--- config.mk ---
export PLATFORM = sky130hd
export DESIGN_NAME = led_status_arbiter
export DESIGN_NICKNAME = d
export VERILOG_FILES = /design/src/rtl/led_status_arbiter.sv
export SDC_FILE = /design/constraint.sdc
export NUM_CORES = 1
export LEC_CHECK = 0
export CAP_MARGIN = 20
export CORE_ASPECT_RATIO = 0.7
export CORE_UTILIZATION = 35
export DETAILED_ROUTE_END_ITERATION = 7
export GPL_TIMING_DRIVEN = 0
export SLEW_MARGIN = 20
export SYNTH_ARGS = -nofsm -noshare
export SYNTH_HDL_FRONTEND = slang
export SYNTH_SLANG_ARGS = --single-unit
--- constraint.sdc ---
create_clock -name clock -period 1.7 [get_ports clock]
set_input_delay 0.17 -clock clock [delete_from_list [all_inputs] [get_ports clock]]
set_output_delay 0.17 -clock clock [all_outputs]
set_load 0.02 [all_outputs]
--- src/rtl/led_status_arbiter.sv ---
// -----------------------------------------------------------------------------
// led_status_arbiter
//   Shares one active-low RGB LED between NUM_REQ status sources. Index 0 has
//   the highest priority. An owner keeps the LED for at least MIN_HOLD ticks
//   before a higher-priority source may take it, and every change of owner is
//   separated by GAP_TICKS blank ticks. A source may ask for its colour to
//   blink, toggling once per tick. An internal divider produces the tick, so
//   all timing parameters are in ticks.
//
// Ports
//   clock   in   1            system clock
//   reset   in   1            synchronous, active-high reset
//   req     in   NUM_REQ      level request per source
//   color   in   3*NUM_REQ    per-source colour {b,g,r}; [3i+2:3i] is source i
//   blink   in   NUM_REQ      1 = source i blinks, 0 = steady
//   grant   out  NUM_REQ      one-hot current owner, zero when none
//   busy    out  1            high while showing or in the blank gap
//   tick    out  1            one-cycle pulse every TICK_DIV clocks
//   led_r   out  1            red,   active low
//   led_g   out  1            green, active low
//   led_b   out  1            blue,  active low
// -----------------------------------------------------------------------------
module led_status_arbiter #(
  parameter int NUM_REQ   = 4,
  parameter int TICK_DIV  = 12_000_000,
  parameter int MIN_HOLD  = 2,
  parameter int GAP_TICKS = 1
) (
  input  logic                   clock,
  input  logic                   reset,
  input  logic [NUM_REQ-1:0]     req,
  input  logic [3*NUM_REQ-1:0]   color,
  input  logic [NUM_REQ-1:0]     blink,
  output logic [NUM_REQ-1:0]     grant,
  output logic                   busy,
  output logic                   tick,
  output logic                   led_r,
  output logic                   led_g,
  output logic                   led_b
);

  localparam int DIV_W  = $clog2(TICK_DIV);
  localparam int HOLD_W = $clog2(MIN_HOLD + 1);
  localparam int GAP_W  = $clog2(GAP_TICKS + 1);

  typedef enum logic [1:0] {
    IDLE = 2'd0,
    SHOW = 2'd1,
    GAP  = 2'd2
  } state_t;

  state_t              state;
  logic [DIV_W-1:0]    div;
  logic [HOLD_W-1:0]   hold;
  logic [GAP_W-1:0]    gap;
  logic                phase;
  logic [2:0]          own_color;
  logic [2:0]          led_n;      // {b,g,r}, active low

  // ---------------------------------------------------------------------------
  // Tick divider: tick is registered, so it is high for the cycle that follows
  // the edge on which div sat at its terminal count.
  // ---------------------------------------------------------------------------
  // NOTE: sequential state is always assigned with <= so that every register
  // samples the pre-edge value of every other register, whatever the order of
  // statements inside the block.
  always_ff @(posedge clock) begin
    if (reset) begin
      div  <= '0;
      tick <= 1'b0;
    end else begin
      tick <= (div == DIV_W'(TICK_DIV - 1));
      if (div == DIV_W'(TICK_DIV - 1)) div <= '0;
      else                             div <= div + 1'b1;
    end
  end

  // ---------------------------------------------------------------------------
  // Arbitration terms
  // ---------------------------------------------------------------------------
  logic [NUM_REQ-1:0] win_onehot;
  logic [2:0]         win_color;
  logic               owner_req;
  logic               owner_blink;
  logic               lower_req;
  logic               hold_done;

  // Isolating the lowest set bit gives the fixed-priority winner directly.
  assign win_onehot  = req & (~req + NUM_REQ'(1));
  assign owner_req   = |(req & grant);
  assign owner_blink = |(blink & grant);
  // grant - 1 is a mask of every index strictly below the (one-hot) owner.
  assign lower_req   = |(req & (grant - NUM_REQ'(1)));
  assign hold_done   = (int'(hold) + 1) >= MIN_HOLD;

  // NOTE: every signal written in always_comb gets a default before any
  // conditional assignment, so no path can leave it holding a value (latch).
  always_comb begin
    win_color = 3'b000;
    // Descending scan: the last hit is the lowest set index.
    for (int i = NUM_REQ - 1; i >= 0; i--) begin
      if (req[i]) win_color = color[3*i +: 3];
    end
  end

  // ---------------------------------------------------------------------------
  // Ownership FSM with registered outputs
  // ---------------------------------------------------------------------------
  always_ff @(posedge clock) begin
    if (reset) begin
      state     <= IDLE;
      grant     <= '0;
      busy      <= 1'b0;
      hold      <= '0;
      gap       <= '0;
      phase     <= 1'b0;
      own_color <= 3'b000;
      led_n     <= 3'b111;
    end else begin
      case (state)
        IDLE: begin
          // Not tick-gated: a request is granted on the very next edge.
          if (|req) begin
            state     <= SHOW;
            grant     <= win_onehot;
            own_color <= win_color;
            hold      <= '0;
            phase     <= 1'b1;
            busy      <= 1'b1;
            led_n     <= ~win_color;
          end
        end

        SHOW: begin
          if (tick) begin
            if (!owner_req || (hold_done && lower_req)) begin
              state <= GAP;
              grant <= '0;
              gap   <= '0;
              led_n <= 3'b111;
            end else begin
              if (int'(hold) < MIN_HOLD) hold <= hold + 1'b1;
              if (owner_blink) begin
                phase <= ~phase;
                led_n <= ~(own_color & {3{~phase}});
              end
            end
          end
        end

        GAP: begin
          if (tick) begin
            if ((int'(gap) + 1) >= GAP_TICKS) begin
              if (|req) begin
                state     <= SHOW;
                grant     <= win_onehot;
                own_color <= win_color;
                hold      <= '0;
                phase     <= 1'b1;
                led_n     <= ~win_color;
              end else begin
                state <= IDLE;
                busy  <= 1'b0;
              end
            end else begin
              gap <= gap + 1'b1;
            end
          end
        end

        default: begin
          state <= IDLE;
          grant <= '0;
          busy  <= 1'b0;
          led_n <= 3'b111;
        end
      endcase
    end
  end

  assign led_r = led_n[0];
  assign led_g = led_n[1];
  assign led_b = led_n[2];

endmodule

# After elaboration in Yosys (flattened, before gate mapping)
# Index checks and enable logic that the tools add are counted.
[word_totals] output_inout_bits=9 input_bits=22 regBits=42
[op_classes] n_reduce_logical=20 addsub=7 magnitude_cmp=3 eq_ne=14 n_bitwise=10 n_mux=52
[op_table] op="2-to-1 mux 3 bit" count=13
[op_table] op="adder 24 x 1 -> 24 bit (second input constant)" count=1
[op_table] op="== test 24 bit (second input constant)" count=1
[op_table] op="2-to-1 mux 2 bit" count=11
[op_table] op="2-to-1 mux 4 bit" count=5
[op_table] op="inequality test 2 bit (second input constant)" count=10
[op_table] op="bitwise AND 4 bit" count=4
[op_table] op="OR reduction 4 bit" count=4
[op_table] op="2-to-1 mux 1 bit" count=15
[op_table] op="AND reduction 5 bit" count=3
[op_table] op="one-hot mux 2 bit (3 select lines)" count=2
[op_table] op="one-hot mux 4 bit (3 select lines)" count=1
[op_table] op="AND reduction 6 bit" count=2
[op_table] op="one-hot mux 3 bit (3 select lines)" count=1
[op_table] op="AND reduction 4 bit" count=2
[op_table] op="inverter 3 bit" count=2
[op_table] op="one-hot mux 1 bit (3 select lines)" count=2
[op_table] op="one-hot mux 3 bit (2 select lines)" count=1
[op_table] op="adder 4 x 1 -> 4 bit (second input constant)" count=1
[op_table] op="inverter 4 bit" count=1
[op_table] op="nonzero test 2 bit" count=2
[op_table] op="subtractor 4 x 1 -> 4 bit (second input constant)" count=1
[op_table] op="adder 2 x 1 -> 3 bit (second input constant)" count=1
[op_table] op="bitwise AND 3 bit" count=1
[op_table] op="18 further kinds" count=19

# Longest topological paths before layout
[logic_depth] word_depth=9 ltp_mapped=8

# Worst setup path before layout
# OpenSTA, ideal clock, no wires.
[synth_timing] path_kind="reg-to-reg" start="reg grant[0]" end="reg phase" path_slack_ps=-189 synth_period_minus_slack_ps=1889 n_path_buf=1 arrival_ps=1801 setup_ps=88 stages_incl_launch_ff=9 path_cell_list="dfxtp_1 -> inv_1 -> ha_1 -> nand2b_1 -> a21o_1 -> and3_1 -> buf_2 -> and4_1 -> nor4_2"
[synth_between] elab_chain_cells=7 word_cells_on_any_way=13
[synth_lines] element="start: declaration" line="34" rtl="output logic [NUM_REQ-1:0] grant,"
[synth_lines] element="start signal: assignment" line="125" rtl="grant <= win_onehot;"
[synth_lines] element="start signal: assignment" line="156" rtl="grant <= win_onehot;"
[synth_lines] element="subtractor 4 x 1 -> 4 bit" line="93" rtl="assign lower_req = |(req & (grant - NUM_REQ'(1)));"
[synth_lines] element="bitwise AND 4 bit" line="93"
[synth_lines] element="OR reduction 4 bit" line="93"
[synth_lines] element="logical AND 1 bit" line="136" rtl="if (!owner_req || (hold_done && lower_req)) begin"
[synth_lines] element="logical OR 1 bit" line="136"
[synth_lines] element="inequality test 2 bit (no source line)"
[synth_lines] element="AND reduction 6 bit (no source line) (*)"
[synth_lines] element="end signal: assignment" line="144" rtl="phase <= ~phase;"
[synth_lines] element="end: declaration" line="56" rtl="logic phase;"
# Mark *: on every way between the ends. The rest lies on a longest branch, timed or not.
# A chain may end at the register's enable or synchronous reset.

# Final worst setup path
[layout_timing] start="in req[2]" end="reg grant[0]"
[layout_between] elab_chain_cells=6 word_cells_on_any_way=14
[layout_lines] element="start: declaration" line="31" rtl="input logic [NUM_REQ-1:0] req,"
[layout_lines] element="bitwise AND 4 bit, on equally long branches" line="90, 93"
[layout_lines] element="OR reduction 4 bit, on equally long branches" line="90, 93"
[layout_lines] element="logical NOT 1 bit or logical AND 1 bit (tied branches)" line="136"
[layout_lines] element="logical OR 1 bit" line="136"
[layout_lines] element="inequality test 2 bit (no source line)"
[layout_lines] element="AND reduction 4 bit (no source line)"
# Several ways; a longest one is shown, not always the timed one. The select of a mux whose other input is x is not followed.

==> key figures <==
Layout
  – P&R area growth vs syn: 39.39%
  – Post-route core utilization: 51.18%
  – Fin area: 0.002975 sq mm
  – Nets: 325
  – # diodes: 0
  – Most common cell after layout, fill and taps aside: dfxtp_1
  – Layout cell share with drive strength beyond 1: 19.93%
  – Commonest non-fill, non-tap cells in the layout: dfxtp_1, nor2_1, clkdlybuf4s50_1

Timing
  – Setup TNS: -20.81 ps
  – Final-report max-slew violation count: 0
  – Final hold vios: 0
  – Achievable Freq: just under 600 MHz
  – Max-slew headroom: 63.21%
  – Tmin final: 1721 ps
  – Worst-Margin Slew: around 550 ps
  – Final setup skew: roughly 4.0 ps
  – Final setup violation count: 1
  – Tcrit/Tclk final: 101.2%
  – Final WS setup: -20.81 ps
  – RSZ-0062 raised after global routing: yes
  – WHS: roughly 430 ps

Worst setup path
  – Required @ worst endpoint: between 1500 and 2000 ps
  – Setup slack, reg-to-reg: -10 ps
  – Worst setup SP type: input pin
  – Critical Path Sink Type: register
  – Worst r2r path cells: 6
  – Crit Path Max Fanout: 10
  – Reg2reg start: grant[1]
  – Worst flop-to-flop path endpoint: grant[0]
  – Kind of critical path: in -> reg
  – Crit path DAT: 1950 ps

Clock tree
  – CTS Buf Count: 5
  – Root Driver: clkbuf_8
  – # H-tree levels: 2
  – CTS sink cnt: 41
  – CTS tree: yes
  – Clock slew at reported path FFs: 80 ps
  – Clk_lat worst skew: 290 ps
  – Clock tree buffer depth: 2

Routing
  – DRC viols: 0
  – 1st-iter DRT viols: 102
  – TritonRoute pass-1 iters: 4
  – Drt total wl: 5357 um
  – Wirelength per Cell: 14.25 um
  – Via density: ~5.3
  – Routed vias: between 1,500 and 2,000
  – Post-route ant nets: 0

Placed design
  – IO Port Bufs: 30
  – DP HPWL: 3746 um
  – Post-Place Setup Slack: -503.7 ps
  – GP Congestion: 0.7981
  – Placed Instance Area: 0.002539 sq mm

GRT
  – Gr usage total: 16.85%
  – First-pass GRT wire length: 8280 um
  – Antenna violations before repair: 0
  – Vias in the first global route: 1,668
  – Largest net degree at the start of global routing: 13
  – Gr ovfl total: 0

Yosys
  – Mapped Cells: ~250
  – Dominant register cell in the synthesized netlist: dfxtp_1
  – Synth Area per Inst: 8.470 sq um
  – Dominant cells by area after synthesis: dfxtp_1, xor2_1, nor2_1, nand4_1, nand2_1
  – Syn Nets: approximately 280
  – Post-Syn Area: 0.002135 sq mm
  – Largest area contributor in the netlist: dfxtp_1
  – Syn. warnings: 0
  – Seq/Total Area, Yosys: 38.45%
  – Synthesized flop and latch total: 41
  – Post-synth EDFFs: 0
  – Yosys top cell area share: 38.45%
  – Ys async rst share: 0%
  – Post-synth cell types: 47

Floorplan
  – I/O pin cnt: 31
  – Die width: 95.34 um
  – Initial Util: 36.72%
  – Floorplan row count: 23
  – Die Outline Area: 0.006420 sq mm
  – Core outline area: 0.005813 sq mm
  – Die Height: 67.34 um

Status
  – Failing checks: setup timing
  – Outcome: complete, but fails checks

Hold path
  – Min-delay src: div[0]
  – Hold EP: div[0]
  – Hold Crit Depth: 1
  – Hold Crit Class: reg -> reg

Pwr
  – Pleak: 1.059 nW
  – Peak VDD IR: 0.3878 mV
  – Power Dens Cells: roughly 710 mW/mm^2

Job
  – Maxcap violations: 0
[worst max-delay path by stage]
stage | start | end | slack [ps] | cells past startpoint
global placement | req[1] | led_n[1] | -520 | 6
detailed placement | req[1] | led_n[1] | -500 | 6
floorplan | div[0] | div[15] | -20 | 7
finish | req[2] | grant[0] | -20 | 7
global route | grant[1] | led_n[2] | -70 | 7
CTS | grant[0] | hold[0] | -60 | 6
[registers in the layout, summed over array words and instances (netlist names)]
register,flops
div,24
state,2
grant,4
led_n,3
hold,2
busy,1
phase,1
tick,1
own_color,3
[cell families after synthesis]
group | after synthesis | share of synthesized area (%)
flip-flops | 41 | 38.45
AO/OA/AOI/OAI | 43 | 16.24
AND/OR/NAND/NOR | 121 | 29.43
multiplexers | 2 | 0.9379
XOR/XNOR | 22 | 9.027
buffers and inverters | 20 | 4.162
adder cells (fa/ha/maj) | 3 | 1.759
[per-stage QoR]
step	total power, W	std cells
floorplan	0.001183	252
finish	0.002105	376
detailed placement	0.001304	357
CTS	0.002079	369
global route	0.002197	376
global placement	0.001301	357
[routing by layer]
layer / routed length (um) / GRT usage [%]
met5: 0 / 0
met4: 13 / 3.977
met3: 231 / 3.941
met2: 2151 / 22.95
met1: 2961 / 25.98
[cells in the mapped netlist (all sizes together) (2+ instances only)]
cell,number
o31ai,2
mux2i,2
nand2b,7
a31oi,2
a21oi,10
nand3,13
nor3,2
and4,4
o221ai,3
nand3b,2
o2111ai,3
xor2,17
o211ai,4
clkbuf,4
nand2,22
ha,3
inv,11
and3,5
a32o,3
dfxtp,41
a22o,5
and2,3
buf,5
or3,5
o21ai,3
o22ai,3
nor4,4
nor2,34
nand4,16
xnor2,5
[worst max-delay path, stage by stage]
cell	delay, ps
clkdlybuf4s50_1	490
buf_6	150
a22o_1	150
o32a_1	290
a31oi_4	140
o31ai_4	360
a22o_1	200
[area by class of cell]
| cell class | count | area, sq um |
|---|---|---|
| fill | 548 | 2838 |
| multi-input combinational | 191 | 1421 |
| timing repair buffer | 43 | 421.7 |
| sequential | 41 | 833.3 |
| inverter | 11 | 41.29 |
| clock buffer | 8 | 111.4 |
| buffer | 7 | 52.55 |
| tap | 75 | 93.84 |
[what timing repair did]
item / CTS / global route
buffers inserted: 6 / 5
hold buffers: 0 / 0
gates resized for setup: 17 / 37
endpoints found under the setup margin: 34 / 34
cloned: 0 / 2
pin swaps: 5 / 18
[power breakdown]
| part | switching, W | total [W] | internal [W] |
|---|---|---|---|
| sequential | 0.0000253 | 0.00101 | 0.000987 |
| clock | 0.000333 | 0.000752 | 0.000420 |
| combinational | 0.000169 | 0.000341 | 0.000172 |
| total | 0.000527 | 0.00211 | 0.00158 |
Power figures use the tool's default switching activity.
